[src/rtl/outport_uart_tx_if.sv]
// outport_uart_tx_if: processor output port sample plus UART line and queue status.
interface outport_uart_tx_if;
    logic [7:0] portData;
    logic       tx;
    logic       txBusy;
    logic       fifoEmpty;
    logic       fifoFull;
    logic       overflow;
    modport master (output portData, input tx, txBusy, fifoEmpty, fifoFull, overflow);
    modport slave  (input portData, output tx, txBusy, fifoEmpty, fifoFull, overflow);
endinterface

[src/rtl/outport_uart_tx.sv]
// outport_uart_tx: queues every change of the processor outPort and streams it as 8N1 UART frames.
module outport_uart_tx #(
    parameter int CLK_FREQ   = 100_000_000,
    parameter int BAUD       = 9600,
    parameter int FIFO_DEPTH = 8
) (
    input logic             clk,
    input logic             reset,
    outport_uart_tx_if.slave port
);
    localparam int DIV = CLK_FREQ / BAUD;
    localparam int BW  = $clog2(DIV);
    localparam int AW  = $clog2(FIFO_DEPTH);
    localparam int CW  = $clog2(FIFO_DEPTH + 1);
    typedef enum logic [1:0] {IDLE, START, DATA, STOP} state_t;
    logic [7:0]    mem_q [FIFO_DEPTH];
    logic [7:0]    last_q, last_d, shift_q, shift_d;
    logic [AW-1:0] wr_ptr_q, wr_ptr_d, rd_ptr_q, rd_ptr_d;
    logic [CW-1:0] count_q, count_d;
    logic [BW-1:0] baud_q, baud_d;
    logic [2:0]    bit_q, bit_d;
    state_t        state_q, state_d;
    logic          tx_q, tx_d, busy_q, busy_d, empty_q, empty_d, full_q, full_d, overflow_q, overflow_d;
    logic          push, pop, push_ok, bit_end;
    always_comb begin
        last_d     = port.portData;
        push       = port.portData != last_q;
        pop        = state_q == IDLE && count_q != '0;
        // a pop on the same edge frees the slot the push needs
        push_ok    = push && (count_q < CW'(FIFO_DEPTH) || pop);
        wr_ptr_d   = push_ok ? wr_ptr_q + 1'b1 : wr_ptr_q;
        rd_ptr_d   = pop ? rd_ptr_q + 1'b1 : rd_ptr_q;
        count_d    = count_q + CW'(push_ok) - CW'(pop);
        overflow_d = overflow_q | (push & ~push_ok);
        empty_d    = count_d == '0;
        full_d     = count_d == CW'(FIFO_DEPTH);
        bit_end    = baud_q == BW'(DIV - 1);
        state_d    = state_q;
        baud_d     = bit_end ? '0 : baud_q + 1'b1;
        bit_d      = bit_q;
        shift_d    = shift_q;
        tx_d       = tx_q;
        case (state_q)
            IDLE: begin
                baud_d = '0;
                if (pop) begin
                    state_d = START;
                    shift_d = mem_q[rd_ptr_q];
                    tx_d    = 1'b0;
                end
            end
            START: if (bit_end) begin
                state_d = DATA;
                bit_d   = '0;
                tx_d    = shift_q[0];
            end
            DATA: if (bit_end) begin
                if (bit_q == 3'd7) begin
                    state_d = STOP;
                    tx_d    = 1'b1;
                end else begin
                    shift_d = shift_q >> 1;
                    bit_d   = bit_q + 1'b1;
                    tx_d    = shift_q[1];
                end
            end
            default: if (bit_end) begin
                state_d = IDLE;
                tx_d    = 1'b1;
            end
        endcase
        busy_d = state_d != IDLE;
    end
    always_ff @(posedge clk) begin
        if (reset) begin
            last_q     <= '0;
            shift_q    <= '0;
            wr_ptr_q   <= '0;
            rd_ptr_q   <= '0;
            count_q    <= '0;
            baud_q     <= '0;
            bit_q      <= '0;
            state_q    <= IDLE;
            tx_q       <= 1'b1;
            busy_q     <= 1'b0;
            empty_q    <= 1'b1;
            full_q     <= 1'b0;
            overflow_q <= 1'b0;
        end else begin
            if (push_ok) mem_q[wr_ptr_q] <= port.portData;
            last_q     <= last_d;
            shift_q    <= shift_d;
            wr_ptr_q   <= wr_ptr_d;
            rd_ptr_q   <= rd_ptr_d;
            count_q    <= count_d;
            baud_q     <= baud_d;
            bit_q      <= bit_d;
            state_q    <= state_d;
            tx_q       <= tx_d;
            busy_q     <= busy_d;
            empty_q    <= empty_d;
            full_q     <= full_d;
            overflow_q <= overflow_d;
        end
    end
    assign port.tx        = tx_q;
    assign port.txBusy    = busy_q;
    assign port.fifoEmpty = empty_q;
    assign port.fifoFull  = full_q;
    assign port.overflow  = overflow_q;
endmodule

[src/flat_wrapper.sv]
// flat-port wrapper written by rule: the top's interface ports become plain ports
module outport_uart_tx_flat 
#(
    parameter int CLK_FREQ   = 100_000_000,
    parameter int BAUD       = 9600,
    parameter int FIFO_DEPTH = 8
)
  (clk, reset, port_portData, port_tx, port_txBusy, port_fifoEmpty, port_fifoFull, port_overflow);
  outport_uart_tx_if port_i ();
  input logic clk;
  input logic reset;
  input wire logic [$bits(port_i.portData)-1:0] port_portData;
  output wire logic [$bits(port_i.tx)-1:0] port_tx;
  output wire logic [$bits(port_i.txBusy)-1:0] port_txBusy;
  output wire logic [$bits(port_i.fifoEmpty)-1:0] port_fifoEmpty;
  output wire logic [$bits(port_i.fifoFull)-1:0] port_fifoFull;
  output wire logic [$bits(port_i.overflow)-1:0] port_overflow;
  assign port_i.portData = port_portData;
  assign port_tx = port_i.tx;
  assign port_txBusy = port_i.txBusy;
  assign port_fifoEmpty = port_i.fifoEmpty;
  assign port_fifoFull = port_i.fifoFull;
  assign port_overflow = port_i.overflow;
  outport_uart_tx #(.CLK_FREQ(CLK_FREQ), .BAUD(BAUD), .FIFO_DEPTH(FIFO_DEPTH)) u_core (.clk(clk), .reset(reset), .port(port_i));
endmodule
[config.mk]
export PLATFORM = sky130hd
export DESIGN_NAME = outport_uart_tx_flat
export DESIGN_NICKNAME = d
export VERILOG_FILES = /design/src/rtl/outport_uart_tx_if.sv /design/src/rtl/outport_uart_tx.sv /design/src/flat_wrapper.sv
export SDC_FILE = /design/constraint.sdc
export NUM_CORES = 1
export LEC_CHECK = 0
export ABC_AREA = 1
export BUFFER_PORTS_ARGS = -buffer_cell sky130_fd_sc_hd__buf_2
export CORE_MARGIN = 2
export CORE_UTILIZATION = 35
export DETAILED_ROUTE_END_ITERATION = 6
export PLACE_DENSITY = 0.52
export SLEW_MARGIN = 20
export SYNTH_ARGS = -nofsm -noshare
export SYNTH_HDL_FRONTEND = slang
export SYNTH_SLANG_ARGS = --single-unit
[constraint.sdc]
create_clock -name clk -period 2.9 [get_ports clk]
set_input_delay 0.145 -clock clk [delete_from_list [all_inputs] [get_ports clk]]
set_output_delay 0.145 -clock clk [all_outputs]
set_load 0.03 [all_outputs]
# [Word level (Yosys, flattened, before mapping)]
# Memory sizes are Yosys's and may differ from the RTL's. A register that Yosys moved wholly into a read port is not among the register bits.
# Cells that the tools add are included.
[classes] n_mux=25 eq_ne=10 bitwise_logic=3 n_reduce_logical=14 order_cmp=1 n_addsub=6
[ops] operator="$mux 8" count=3
[ops] operator="$pmux 8 s2" count=1
[ops] operator="$mux 3" count=5
[ops] operator="$add 14x1->14 const B" count=1
[ops] operator="$eq 14x14->1 const B" count=1
[ops] operator="$reduce_and 4->1" count=3
[ops] operator="$mux 2" count=5
[ops] operator="$add 3x1->3 const B" count=3
[ops] operator="$mux 1" count=8
[ops] operator="$ne 8x8->1" count=1
[ops] operator="$reduce_bool 2->1" count=4
[ops] operator="$ne 2x1->1 const B" count=3
[ops] operator="$pmux 2 s3" count=1
[ops] operator="$pmux 3 s2" count=1
[ops] operator="$add 4x1->4" count=1
[ops] operator="$eq 4x4->1 const B" count=1
[ops] operator="$logic_not 4->1" count=1
[ops] operator="$lt 4x4->1 const B" count=1
[ops] operator="$reduce_bool 4->1" count=1
[ops] operator="$sub 4x1->4" count=1
[ops] operator="$eq 3x3->1 const B" count=1
[ops] operator="$pmux 1 s3" count=1
[ops] operator="$reduce_or 3->1" count=1
[ops] operator="$eq 2x1->1 const B" count=1
[ops] operator="other kinds (8)" count=9
[word_totals] mem_count=1 ramBits=64 register_bits=50 output_inout_bits=5 word_cells=73 inputBits=10
[mem_list] memory="u_core.mem_q" words=8 width=8 rd=1 rd_ports_with_merged_regs=1 write_ports=1 line="outport_uart_tx.sv:16" text="logic [7:0] mem_q [FIFO_DEPTH];"

# [Longest topological paths before layout]
# Gate-level depths: netlist (run 1).
[logic_depth] word_depth=7 depth_mapped=16 mapped_depth_nobuf=16

# [Worst setup path after synthesis (run 1)]
# OpenSTA, ideal clock, no wires.
[synth_path] path_kind="register -> register" from="register u_core.count_q[3]" to="register u_core.empty_q (netlist: u_core.port.fifoEmpty)" path_buffers=0 arrival_time_ns=2.067 slack_ns=0.725 setup_time_ns=0.109 synth_period_minus_slack_ns=2.175 path_stages_with_launch=17 required_time_ns=2.791 path_cell_list="dfxtp_1 inv_1 ha_1 nand3_1 nand2_2 inv_2 ha_1 inv_1 ha_1 inv_1 fa_1 xnor2_1 inv_1 nand3_1 nand2_1 nand2_1 inv_1"
[synth_via] elab_chain_len=7 word_cells_on_any_way=8 classes_between="add/sub: 2; order compare: 1; reduce/logical: 5"
[synth_rtl] item="start, declared" line="outport_uart_tx.sv:19" text="logic [CW-1:0] count_q, count_d;"
[synth_rtl] item="start signal, assigned" line="outport_uart_tx.sv:95" text="count_q <= count_d;"
[synth_rtl] item="$reduce_bool 4->1 (*)" line="outport_uart_tx.sv:28" text="pop = state_q == IDLE && count_q != '0;"
[synth_rtl] item="$logic_and 1x1->1 (*)" line="outport_uart_tx.sv:28"
[synth_rtl] item="net u_core.pop" line="outport_uart_tx.sv:24" text="logic push, pop, push_ok, bit_end;"
[synth_rtl] item="$logic_or 1x1->1" line="outport_uart_tx.sv:30" text="push_ok = push && (count_q < CW'(FIFO_DEPTH) || pop);"
[synth_rtl] item="$logic_and 1x1->1" line="outport_uart_tx.sv:30"
[synth_rtl] item="$add 4x1->4" line="outport_uart_tx.sv:33" text="count_d = count_q + CW'(push_ok) - CW'(pop);"
[synth_rtl] item="$sub 4x1->4 (*)" line="outport_uart_tx.sv:33"
[synth_rtl] item="$logic_not 4->1 (*)" line="outport_uart_tx.sv:35" text="empty_d = count_d == '0;"
[synth_rtl] item="end signal, assigned" line="outport_uart_tx.sv:101" text="empty_q <= empty_d;"
[synth_rtl] item="end, declared" line="outport_uart_tx.sv:23" text="logic tx_q, tx_d, busy_q, busy_d, empty_q, empty_d, full_q, full_d, overflow_q, overflow_d;"
# Mark *: on every way through the listed nets, which the timed path passes. The rest lies on a longest branch.
# A chain may end at the register's enable or synchronous reset.

# [Worst setup path after layout (run 1)]
# Ends and elaborated chain as after synthesis.

==> results of run 1 <==
## worst max-delay path, delay by kind of cell (launching register included)
family,cells,cell delay (ps)
DFF,1,330
and+or+nand+nor,5,420
xor gates and xnor gates,1,170
buffers and inverters,6,420
adders and majority gates,4,930
## flip-flops by register name, indices dropped and copies added (netlist names), named ones only
register               cells
u_core.port.fifoFull       1
u_core.count_q             4
u_core.port.fifoEmpty      1
u_core.shift_q             8
u_core.state_q             2
u_core.wr_ptr_q            3
u_core.port.overflow       1
u_core.port.tx             1
u_core.baud_q             14
u_core.bit_q               3
u_core.last_q              8
u_core.port.txBusy         1
u_core.rd_ptr_q            3
u_core.mem_q              64
## placed cells by master, fill, tap and decap left out, types with 6 or more instances in the layout
cell       Yosys  layout
o21ai_0       17      17
nand3_1       52      52
clkbuf_16      0      17
dfxtp_1       53      53
buf_4          5      11
edfxtp_1      64      64
nor3_1        10      10
nand2_1      134     134
ha_1          10      10
inv_1         52      52
buf_2          2      14
xnor2_1        8       8
nor2_1        55      55
inv_2          7       7
a21oi_2        6       6
a21oi_1       15      15
clkinv_4       1       7
## worst paths after layout
| kind | endpoint | slack (ps) | cells after the start |
|---|---|---|---|
| min reg2reg | u_core.baud_q[0]$_SDFF_PP0_ | 450 | 1 |
| max reg2reg | u_core.port.fifoEmpty$_SDFF_PP1_ | 530 | 16 |
| min | u_core.last_q[5]$_SDFF_PP0_ | 40 | 3 |
| max | u_core.port.fifoEmpty$_SDFF_PP1_ | 530 | 16 |
## metal layers
metal	routed length (microns)	vias to the layer above	GRT usage [%]
li1	-	1821	-
met1	5080	1607	19.6
met2	4910	63	22.1
met3	398	12	2.92
met4	170	0	6.74
met5	0	-	0
## kinds of logic (layout without fill, tap and decap cells)
family	Yosys count	after routing
simple gates	271	271
flops	117	117
buf+inv	77	119
compound gates	49	49
xor+xnor	13	13
fa+ha+maj	11	11
## power groups by stage
stage	clock (mW)	combinational [mW]	sequential, mW
detailed placement	0	1.76	2.17
floorplan	0	1.28	2.20
finish	2.18	1.74	2.14
global placement	0	1.73	2.17
CTS	2.23	1.77	2.14
global route	2.31	2.01	2.17
## through the flow
stage / instances / util, %
final: 760 / 42.7
after global routing: 760 / 42.7
after CTS: 760 / 42.7
after detailed placement: 728 / 38.2
after global placement: 728 / 38.2
after floorplan: 538 / -
## area by class of cell
cell class	count	area share, %
clock inverters	15	3.45
multi-input cells	344	29.1
inverters	62	4.04
well taps	180	3.77
flip-flops and latches	117	49.9
clock buffers	17	7.12
repair buffers	25	2.55
==> flow_summary_export.csv, run 1 <==
group,metric,value,unit
sta,hold_viol_final,0,
sta,max_freq,421,MHz
sta,finalSetupViolCount,0,
cells_and_area,drive_gt1_share,16.0,%
worst_setup_path,cp-startpoint,"u_core.count_q[3]$_SDFF_PP0_",
worst_setup_path,arrival,2680,ps
placed_design,post_dp_cell_area,5340,sq um
pwr,power_density,1010,nW/um^2
synthesis,ys_top_cells_by_area,"edfxtp_1 (38%), dfxtp_1 (21%), nand2_1 (9.9%)",
floorplan,io_pins,15,
pwr,fin_total_pwr,6.07,mW
route,routed_wl,10.6,mm
pwr,p_leak,2.48,nW
global_route,grt_remaining_overflow,0,
placed_design,gp_congestion,0.770,
synthesis,synthDistinctLibCells,37,
sta,finalClockSkew,8.15,ps
cells_and_area,final_net_count,588,
pwr,p_seq_share,35.3,%
clock_network,postCtsHoldBufs,0,
pwr,power.internal,4.03,mW
min_path,min_from,"port_portData[5]",
global_route,grt_pass1_wl,17.3,mm
sta,rsz0062_at_grt,"no",
worst_setup_path,worstSetupPathType,"reg2reg",
run,max-cap-violations,0,
cells_and_area,seqCellArea,2980,sq um
route,drtIter0Drc,204,
synthesis,yosys_warnings,0,
placed_design,portBuffers,14,
sta,hold-worst-slack,42.0,ps
synthesis,synthMuxAreaShare,0,%
synthesis,synthArstFlopShare,0,%
floorplan,start_util,36.2,%
synthesis,synth_most_common_cell,"nand2_1",
synthesis,synth_top_family_by_area,"simple AND/OR/NAND/NOR gates",
route,drc,0,
floorplan,dieArea,15500,sq um
cells_and_area,design_area,5980,sq um
global_route,grt_pass1_vias,3363,
worst_setup_path,cp-start-kind,"flip-flop",
worst_setup_path,cp_common_cell,"inv_1",
global_route,track_usage,14.4,%
synthesis,syn_inst,538,
cells_and_area,antennaDiodeCount,0,
cells_and_area,multi_input_area,1740,sq um
worst_setup_path,cp_max_fo,8,
worst_setup_path,r2r_start,"u_core.count_q[3]$_SDFF_PP0_",
sta,setup-tns-final,0,ps
worst_setup_path,cp-end-kind,"flip-flop",
synthesis,synth_fa_ha_area_share,2.86,%
pwr,power.switching,2.04,mW
synthesis,synth-edff-count,64,
sta,relSlewSlack,65.3,%
floorplan,core,14000,sq um
floorplan,die_h,124,microns
floorplan,die_w,124,microns
worst_setup_path,path_cells,"inv_1 -> ha_1 -> nand3_1 -> nand2_2 -> inv_2 -> ha_1 -> inv_1 -> ha_1 -> inv_1 -> fa_1 -> xnor2_1 -> inv_1 -> nand3_1 -> nand2_1 -> nand2_1 -> inv_1",
placed_design,pre_cts_slack,515,ps
clock_network,root_buffer,"clkbuf_16",
synthesis,yosysTopAreaCell,"edfxtp_1",
synthesis,syn_nets,559,
worst_setup_path,slowest_stage,"fa_1",
cells_and_area,final.fill_count,1359,
synthesis,mappedNetlistArea,5070,sq um
sta,max_slew.worst_pin.slew,520,ps
min_path,hold_path.class,"in2reg",
clock_network,cts_resized,0,
synthesis,syn_area_per_cell,9.42,sq um
pwr,pwr-share-comb,28.7,%
status,status,"finished, final reports clean",
pwr,ir_drop,0.590,mV
clock_network,cts_buffers,17,
synthesis,yosysSeqAreaShare,58.9,%
floorplan,rows,43,
route,viasPerCell,4.61,
global_route,antenna_found_initial,0,
clock_network,cts_tree,"yes",
sta,drv_slew,0,
clock_network,insertion_delay,410,ps
clock_network,clock-sinks,117,
clock_network,clockBufferDepth,2,
synthesis,yosys.area_share.simple,23.5,%
sta,period_minus_slack,2370,ps
clock_network,htreeDepth,4,
cells_and_area,syn_to_final_growth,18.0,%
route,vias,3503,
synthesis,synth_top_cells_by_count,"nand2_1 (134), edfxtp_1 (64), nor2_1 (55)",
pwr,p_sw_share,33.6,%
clock_network,post_cts_buffers,0,
synthesis,ys_ff_latch,117,
clock_network,clk_pin_slew,50,ps
worst_setup_path,cp_data_required_time,3210,ps
route,postRouteAntennaNets,0,
sta,fin_ws,527,ps
synthesis,synth_xor_area_share,2.25,%
synthesis,synth_top_area_share,37.9,%
global_route,grt_max_degree,33,
route,routedWlPerCell,13.9,microns
worst_setup_path,crit_path_max_incr_delay,370,ps
synthesis,synthFlopType,"edfxtp_1",
synthesis,synth_compound_area_share,5.78,%
placed_design,dp_hpwl,6.83,mm
pwr,clockPowerShare,36.0,%
sta,finalCritPeriodShare,81.8,%
route,drtPass1Iterations,4,
Note: power is estimated with default switching activity, not from simulation.
==> run 2, diff against run 1 <==
==> constraint.sdc (replaced) <==
create_clock -name clk -period 2.47 [get_ports clk]
set_input_delay 0.1235 -clock clk [delete_from_list [all_inputs] [get_ports clk]]
set_output_delay 0.1235 -clock clk [all_outputs]
set_load 0.03 [all_outputs]
==> flow_summary_export.csv, run 2 (synthesis results as in run 1) <==
group,metric,value,unit
worst_setup_path,rrSetupSlack,220,ps
pwr,power_density,1190,nW/um^2
sta,hold_viol_final,0,
sta,drv_slew,0,
cells_and_area,mostFrequentLayoutCells,"nand2_1 (133), edfxtp_1 (64), nor2_1 (54)",
sta,max_freq,441,MHz
cells_and_area,final_net_count,595,
placed_design,portBuffers,14,
clock_network,htreeDepth,4,
global_route,grt_busiest_layer,"met2",
worst_setup_path,slowest_stage,"dlygate4sd3_1",
pwr,ir_drop,0.720,mV
sta,rsz0062_at_grt,"no",
worst_setup_path,r2r_start,"u_core.count_q[3]$_SDFF_PP0_",
cells_and_area,largest_reg_flops,64,
run,max-cap-violations,0,
global_route,grt_use_met1,20.1,%
clock_network,clock-sinks,117,
route,viasPerCell,4.66,
clock_network,clockBufferDepth,2,
pwr,power.internal,4.78,mW
route,postRouteAntennaNets,0,
cells_and_area,reg.largest.list,"u_core.mem_q (64), u_core.baud_q (14)",
min_path,min_from,"port_portData[2]",
worst_setup_path,arrival,2580,ps
global_route,grt_pass1_vias,3395,
floorplan,die_h,124,microns
cells_and_area,final.fill_count,1383,
sta,finalClockSkew,9.37,ps
floorplan,io_pins,15,
floorplan,die_w,124,microns
global_route,track_usage,14.8,%
pwr,p_leak,2.52,nW
clock_network,insertion_delay,420,ps
global_route,antenna_found_initial,0,
cells_and_area,syn_to_final_growth,18.9,%
worst_setup_path,ff2ff_path_depth,16,
route,drtIter0Drc,259,
route,drc,0,
worst_setup_path,r2r-end,"u_core.port.fifoEmpty$_SDFF_PP1_",
pwr,pwr-share-comb,29.2,%
cells_and_area,antennaDiodeCount,0,
worst_setup_path,crit_path_max_incr_delay,540,ps
global_route,grt_remaining_overflow,0,
placed_design,dp_hpwl,6.89,mm
global_route,grt_max_degree,33,
cells_and_area,drive_gt1_share,16.7,%
worst_setup_path,cp-start-kind,"input pin",
worst_setup_path,cp_data_required_time,2780,ps
cells_and_area,seqCellArea,2980,sq um
floorplan,rows,43,
worst_setup_path,worstSetupPathType,"in2reg",
min_path,hold_path.class,"in2reg",
route,vias,3576,
pwr,p_seq_share,35.5,%
sta,setup-tns-final,0,ps
cells_and_area,regMostFlops,"u_core.mem_q",
pwr,p_sw_share,33.1,%
sta,relSlewSlack,65.7,%
placed_design,gp_congestion,0.793,
pwr,fin_total_pwr,7.15,mW
status,status,"finished, final reports clean",
floorplan,core,14000,sq um
global_route,grt_use_met3,3.99,%
worst_setup_path,cp_common_cell,"nand2_1",
route,drtPass1Iterations,5,
sta,max_slew.worst_pin.slew,515,ps
min_path,worstHoldEndpoint,"u_core.last_q[2]$_SDFF_PP0_",
cells_and_area,final_common_cell,"nand2_1",
floorplan,dieArea,15500,sq um
worst_setup_path,cp_max_fo,10,
route,routed_wl,10.7,mm
sta,finalSetupViolCount,0,
cells_and_area,multi_input_area,1760,sq um
worst_setup_path,path_cells,"dlygate4sd3_1 -> clkbuf_4 -> xnor2_1 -> nand2_1 -> nor2_2 -> nand2_1 -> nand2_2 -> inv_1 -> ha_1 -> inv_1 -> fa_1 -> nand3_1 -> nand2_1 -> nand2_1 -> inv_1",
global_route,grt_util_met2,22.3,%
cells_and_area,fin_util,43.1,%
floorplan,start_util,36.2,%
pwr,power.switching,2.37,mW
pwr,clockPowerShare,35.3,%
route,routedWlPerCell,14.0,microns
clock_network,clk_pin_slew,50,ps
clock_network,cts_buffers,17,
clock_network,root_buffer,"clkbuf_16",
global_route,grt_pass1_wl,17.6,mm
sta,finalCritPeriodShare,91.9,%
clock_network,cts_tree,"yes",
min_path,holdPathStages,3,
sta,period_minus_slack,2270,ps
worst_setup_path,cp-end-kind,"flip-flop",
[run 2: changes by cell type in the layout (fill, tap and decap cells not counted), sizes merged]
cell	delta
inv	-1
clkinv	-1
clkinvlp	-1
dlygate4sd3	+1
buf	+5
clkbuf	+4
[run 2: through the flow]
stage          hold WS, ps  std cells  setup slack, ps  cell area [sq um]
2_1_floorplan          222        538              295               5070
3_3_place_gp           428        733              240               5380
3_5_place_dp           434        733              200               5380
4_1_cts               8.38        766              171               6000
5_1_grt               20.7        767             5.57               6020
6_report              25.9        767              201               6020
[run 2: repair_timing]
item	in CTS	in global routing
resized for setup	0	6
buffers inserted	0	1
endpoints found under the hold margin	1	0
hold buffers	1	0
endpoints found under the setup margin	0	1
[run 2: final cells by class]
cell class	count	share of cell area, %
clock buffer	20	7.41
clock inverter	12	2.66
inverter	62	4.01
multi-input combinational	344	29.2
sequential	117	49.5
tap	180	3.74
timing repair buffer	32	3.49
[run 2: how the worst max path moves through the flow]
| stage | startpoint | slack, ps | cells past startpoint | end |
|---|---|---|---|---|
| 2_1_floorplan | u_core.count_q[3]$_SDFF_PP0_ | 290 | 16 | u_core.port.fifoEmpty$_SDFF_PP1_ |
| 3_3_place_gp | u_core.count_q[2]$_SDFF_PP0_ | 240 | 16 | u_core.port.fifoEmpty$_SDFF_PP1_ |
| 3_5_place_dp | u_core.count_q[3]$_SDFF_PP0_ | 200 | 16 | u_core.port.fifoEmpty$_SDFF_PP1_ |
| 4_1_cts | port_portData[7] | 170 | 15 | u_core.port.fifoEmpty$_SDFF_PP1_ |
| 5_1_grt | u_core.count_q[3]$_SDFF_PP0_ | 6 | 16 | u_core.port.fifoEmpty$_SDFF_PP1_ |
| 6_report | port_portData[7] | 200 | 15 | u_core.port.fifoEmpty$_SDFF_PP1_ |
[run 2: power by group through the flow]
stage | logic [mW] | clock network (mW) | registers (mW)
finish | 2.09 | 2.52 | 2.54
global route | 2.41 | 2.66 | 2.57
CTS | 2.08 | 2.57 | 2.53
detailed placement | 2.06 | 0 | 2.57
global placement | 2.03 | 0 | 2.57
floorplan | 1.51 | 0 | 2.58
[run 2: worst max-delay path: cells and delay by family]
family | cells | cell delay (ps)
adder cells (fa/ha/maj) | 2 | 640
AND/OR/NAND/NOR | 7 | 750
XOR/XNOR | 1 | 170
buffers and inverters | 5 | 910
[run 2: per-layer routing]
layer,vias up,wire length [microns]
met3,18,404
met5,-,0
li1,1837,-
met4,0,231
met2,61,4960
met1,1660,5120
